[src/rtl/enc7to3_arb.sv]
// 7-requester arbiter/encoder with valid/ack grant handshake.
// Define ENC_ROUND_ROBIN_EN for round-robin selection; default is fixed priority (lowest index).
module enc7to3_arb #(
  parameter int unsigned NREQ = 7,
  parameter int unsigned IW   = 3
) (
  input  logic            Clock,
  input  logic            Resetn,
  input  logic            E,
  input  logic [NREQ-1:0] Req,
  input  logic            Ack,
  output logic [IW-1:0]   W,
  output logic            Valid,
  output logic            Multi
);

  typedef enum logic {
    ST_IDLE  = 1'b0,
    ST_GRANT = 1'b1
  } state_e;

  localparam logic [IW-1:0] TOP_IDX = IW'(NREQ - 1);

  state_e        state_q, state_d;
  logic [IW-1:0] w_q, w_d;
  logic          multi_q, multi_d;
  logic [IW-1:0] sel_c;
  logic          grant_c;

`ifdef ENC_ROUND_ROBIN_EN
  logic [IW-1:0] last_q, last_d;

  // Walk Last+1, Last+2, ... with wrap 6->0; first requester found wins.
  always_comb begin
    logic [IW-1:0] idx;
    logic          found;
    sel_c = '0;
    found = 1'b0;
    idx   = last_q;
    for (int unsigned k = 0; k < NREQ; k++) begin
      idx = (idx == TOP_IDX) ? '0 : idx + IW'(1);
      if (!found && Req[idx]) begin
        found = 1'b1;
        sel_c = idx;
      end
    end
  end
`else
  // Scan from the top down so the lowest set index is the last one written.
  always_comb begin
    logic [IW-1:0] idx;
    sel_c = '0;
    idx   = TOP_IDX;
    for (int unsigned k = 0; k < NREQ; k++) begin
      if (Req[idx]) sel_c = idx;
      idx = idx - IW'(1);
    end
  end
`endif

  // A grant is made from IDLE, or back-to-back when the current one is acked.
  always_comb begin
    state_d = state_q;
    w_d     = w_q;
    multi_d = multi_q;
`ifdef ENC_ROUND_ROBIN_EN
    last_d  = last_q;
`endif
    grant_c = E && (|Req) && ((state_q == ST_IDLE) || Ack);
    if (grant_c) begin
      state_d = ST_GRANT;
      w_d     = sel_c;
      multi_d = ($countones(Req) > 1);
`ifdef ENC_ROUND_ROBIN_EN
      last_d  = sel_c;
`endif
    end else if ((state_q == ST_GRANT) && Ack) begin
      state_d = ST_IDLE;
    end
  end

  always_ff @(posedge Clock or negedge Resetn) begin
    if (!Resetn) begin
      state_q <= ST_IDLE;
      w_q     <= '0;
      multi_q <= 1'b0;
`ifdef ENC_ROUND_ROBIN_EN
      last_q  <= TOP_IDX;
`endif
    end else begin
      state_q <= state_d;
      w_q     <= w_d;
      multi_q <= multi_d;
`ifdef ENC_ROUND_ROBIN_EN
      last_q  <= last_d;
`endif
    end
  end

  assign W     = w_q;
  assign Valid = (state_q == ST_GRANT);
  assign Multi = multi_q;

endmodule

[config.mk]
export PLATFORM = sky130hd
export DESIGN_NAME = enc7to3_arb
export DESIGN_NICKNAME = d
export VERILOG_FILES = /design/src/rtl/enc7to3_arb.sv
export SDC_FILE = /design/constraint.sdc
export NUM_CORES = 1
export LEC_CHECK = 0
export CAP_MARGIN = 5
export CORE_AREA = 2 2 39 41
export DETAILED_ROUTE_END_ITERATION = 10
export DIE_AREA = 0 0 41 43
export SYNTH_ARGS = -nofsm -noshare
export SYNTH_HDL_FRONTEND = slang
export SYNTH_SLANG_ARGS = --single-unit
[constraint.sdc]
create_clock -name Clock -period 2.1 [get_ports Clock]
set_input_delay 0.525 -clock Clock [delete_from_list [all_inputs] [get_ports Clock]]
set_output_delay 0.525 -clock Clock [all_outputs]
set_load 0.1 [all_outputs]
* Word level (Yosys, flattened, before mapping)
Cells that the tools add are included.
Word-level totals: register bits 5, input port bits 11, output and inout bits 5, logic and storage cells 26
Operators by class: add/subtract/negate cells 6, $lt $le $gt $ge 1, mux-type cells 9, bitwise logic cells 1, reduce and logical (&&, ||, !) cells 6
Operator list (number):
- 3-bit 2-to-1 mux | 7
- 7-bit OR reduction | 1
- 1-bit by 1-bit adder with 2-bit output | 3
- 3-bit by 3-bit adder with 4-bit output | 1
- 4-bit by 1-bit > comparator with 1-bit output (second input constant) | 1
- 2-bit by 1-bit adder with 3-bit output | 1
- 2-bit by 2-bit adder with 3-bit output | 1
- 1-bit logical AND | 3
- 1-bit 2-to-1 mux | 2
- 2-bit nonzero test | 1
- 1-bit logical OR | 1
- 1-bit NOT | 1

* Logic depth before layout (Yosys ltp)
word-level depth 7, depth in mapped cells 9, depth with buffers taken out 9

* Worst setup path after synthesis
Ideal clock, no wire load.
path kind input -> register, from in Req[0], to reg multi_q (netlist: Multi), library setup time 0.134 ns, data arrival time 2.586 ns, required time 1.966 ns, path slack -0.620 ns, cell stages on the path 9, path buffers 0, cell sequence inv_1 fa_1 fa_1 inv_1 ha_1 a21o_1 fa_1 nor2_1 mux2i_1
Between the ends: word-level cells in the longest chain between the ends 4, elaborated cells between the ends (all ways) 7, classes of those cells 3 x add/sub; 1 x order compare; 3 x reduce/logical
Ends and longest elaborated chain:
- start, declared | RTL line 10 | input logic [NREQ-1:0] Req,
- 1-bit by 1-bit adder with 2-bit output (implied by the code) | RTL line 73 | multi_d = ($countones(Req) > 1);
- 2-bit by 2-bit adder with 3-bit output (implied by the code) | RTL line 73
- 3-bit by 3-bit adder with 4-bit output (implied by the code) | RTL line 73
- 4-bit by 1-bit > comparator with 1-bit output | RTL line 73
- end signal, assigned | RTL line 93 | multi_q <= multi_d;
- end, declared | RTL line 26 | logic multi_q, multi_d;
Several ways; a longest one is shown, not always the timed one. A chain may end at the register's enable or synchronous reset.

* Final worst setup path
from in Req[1], to reg multi_q (netlist: Multi)
Same word-level chain as after synthesis.

==> metrics.md <==
| Metric | Value |
|---|---|
| NumNets Final | 82 |
| Max-Cap Viols | 0 |
| TritonCTS Buffers | 3 |
| Post-DRT Antenna Nets | 0 |
| Wire length per cell | 10.2 um |
| Max incr delay on CP | 0.50 ns |
| Startpoint types | input pin |
| Final Hold Slack | 0.484 ns |
| Critical path arrival | 2.71 ns |
| Pwr/cell area | 722 mW/mm^2 |
| Antenna violations before repair | 0 |
| Skew-Pair Late Insertion Delay | 0.24 ns |
| Hold Buf Count CTS | 0 |
| Synthesized area per cell | 11.0 um^2 |
| Syn-to-layout area delta | 61.0% |
| Max Buffers Root-to-Sink | 2 |
| Hold_sp | W[0] |
| Fillers | 136 |
| Slew headroom | 77.6% |
| Clock H-tree levels | 1 |
| Synth Warn # | 0 |
| Row count | 14 |
| Total GRT Usage | 14.0% |
| Worst Setup End Kind | flip-flop |
| First-pass GRT wire length | 1580 um |
| Vias after detailed routing | 348 |
| Max Transition Viols Final | 0 |
| GRT overflow | 0 |
| Pre-CTS setup slack | -1.23 ns |
| Post-Syn Nets | 54 |
| Setup violators final | 1 |
| Vias in the first global route | 356 |
| Yosys reg bits | 5 |
| Largest net degree at the start of global routing | 6 |
| # DRC | 0 |
| WP data required | 2.22 ns |
| Critical path, cell by cell | buf_8 -> inv_4 -> fa_1 -> fa_1 -> inv_1 -> ha_1 -> a21o_1 -> fa_1 -> nor2_1 -> mux2i_1 |
| Worst-margin pin slew | 0.337 ns |
| RSZ-0062 raised after global routing | true |
| Clock Skews | 0.00211 ns |
| ANT cells | 0 |
| IO Pins | 16 |
| Setup CP Type | in2reg |
| Max VDD drop | 0.513 mV |
| Final Cycle Share | 123% |
| Post-Syn Area | 417 um^2 |
| Final Critical Period | 2.59 ns |
| CP Launch Point | Req[1] |
| Final WL | 823 um |
| DIE WIDTH | 41 um |
| Failing checks | negative setup slack |
| Core Area | 0.00138 mm^2 |
| Most used cell, CP | fa_1 |
| Distinct cell type count after synthesis | 19 |
| Via density | 4.30 |
| First drt pass iteration count | 1 |
| Initial drt markers | 0 |
| Top cells by area, synth | dfrtp_1 30%, fa_1 14%, inv_1 9.0% |
| CTS sink cnt | 5 |
| Die ar. | 0.00176 mm^2 |
| Post-synthesis sequential area ratio | 30.0% |
| Die height | 43 um |
| Static Leak | 0.333 nW |
| Cell type with the largest total area after synthesis | dfrtp_1 |
| Initial Util | 30.1% |
| Final Hold Viols | 0 |
| Port Buffers | 15 |
| Hpwl dp | 737 um |
| CP max stage cell | fa_1 |
| Mapped Cells | 38 |
| Seq. cell area | 125 um^2 |
| Share of cells above drive strength 1 | 41.5% |
| Final setup margin | -0.491 ns |
| Peak Freq | 386 MHz |
| Post-synth top area share | 30.0% |
| Root buffer cell | clkbuf_4 |
| Outcome | finished, violations left |
| Setup TNS | -0.491 ns |
| Crit Reg-Reg Startpoint | Valid |
| CTS tree | done |
| CTS clk-pin slew, worst paths | 0.04 ns |
| Area of the multi-input gates | 254 um^2 |
| Gp weighted congestion | 0.751 |
| Crit Path Max Fanout | 2 |
| Hold/Removal Path Class | reg2reg |
[cell families after synthesis]
kind of cell	after synthesis	share of synthesized area, %
buffers and inverters	10	9.01
and+or+nand+nor	9	16.8
AOI/OAI and AO/OA	5	13.2
adders and majority gates	5	20.4
DFF	5	30.0
muxes	4	10.5
[metal layers]
| layer | global-route usage [%] | up-vias | share of wire [%] |
|---|---|---|---|
| met5 | 0 | - | 0 |
| met4 | 8.00 | 0 | 0 |
| met3 | 6.28 | 0 | 7.9 |
| met2 | 19.1 | 9 | 48 |
| met1 | 17.7 | 159 | 44 |
| li1 | - | 180 | - |
[flip-flops by register name (all words and copies together) (netlist names)]
| name | flops |
|---|---|
| Valid | 1 |
| Multi | 1 |
| W | 3 |
[worst paths after layout]
path,end,slack [ns],cells past startpoint
setup / recovery,Multi,-0.49,10
hold / removal,W[0],0.48,1
setup reg to reg,W[2],0.71,3
hold reg to reg,W[0],0.48,1
max in group asynchronous,Valid,1.41,1
min in group asynchronous,W[1],0.50,1
[placed cells by master, fill, tap and decap left out, types with 2 or more instances in the layout]
master,netlist,routed
buf_6,0,2
or3b_1,2,2
inv_2,0,2
fa_1,3,3
buf_4,0,13
mux2_2,2,2
ha_1,2,2
clkbuf_4,0,3
dfrtp_1,5,5
inv_1,10,7
clkdlybuf4s50_1,0,7
a21o_1,2,2
[cell type report]
class                      instances  share of cell area (%)
tap                               16                    2.99
timing repair buffer              23                    30.6
sequential                         5                    18.7
clock buffer                       4                    3.92
multi-input combinational         23                    37.9
inverter                          10                    5.97
[synth_stat cells (all sizes together)]
cell	n
nor2b	1
nor4b	1
or3b	2
a31oi	1
a21o	2
mux2	3
nor3	1
nand3	1
fa	3
mux2i	1
nor2	2
a211oi	1
dfrtp	5
ha	2
inv	10
a311oi	1
nand2b	1
[power by group]
part           total, mW  internal [mW]  switching [mW]
Clock              0.110         0.0718          0.0382
Combinational      0.254         0.0826           0.171
Sequential         0.120          0.112         0.00777
[critical path: cells and delay by family]
kind / cells / cell delay (ns)
and+or+nand+nor: 1 / 0.11
buffers and inverters: 3 / 0.15
muxes: 1 / 0.07
adders and majority gates: 4 / 1.67
AOI/OAI and AO/OA: 1 / 0.19
[timing repair]
| item | in CTS | in global routing |
|---|---|---|
| gates cloned | 0 | 0 |
| gates resized for setup | 18 | 1 |
| setup endpoints to repair | 1 | 1 |
| pin swaps | 5 | 6 |
| buffers inserted | 0 | 0 |
[through the flow]
step | cell area [um^2] | total power, mW | cells | utilization (%)
after detailed placement | 634 | 0.376 | 77 | 45.8
after CTS | 664 | 0.496 | 81 | 48.0
after global placement | 634 | 0.374 | 77 | 45.8
after floorplan | 417 | 0.298 | 38 | -
final | 671 | 0.484 | 81 | 48.5
after global routing | 671 | 0.519 | 81 | 48.5
Note: power is estimated with default switching activity, not from simulation.
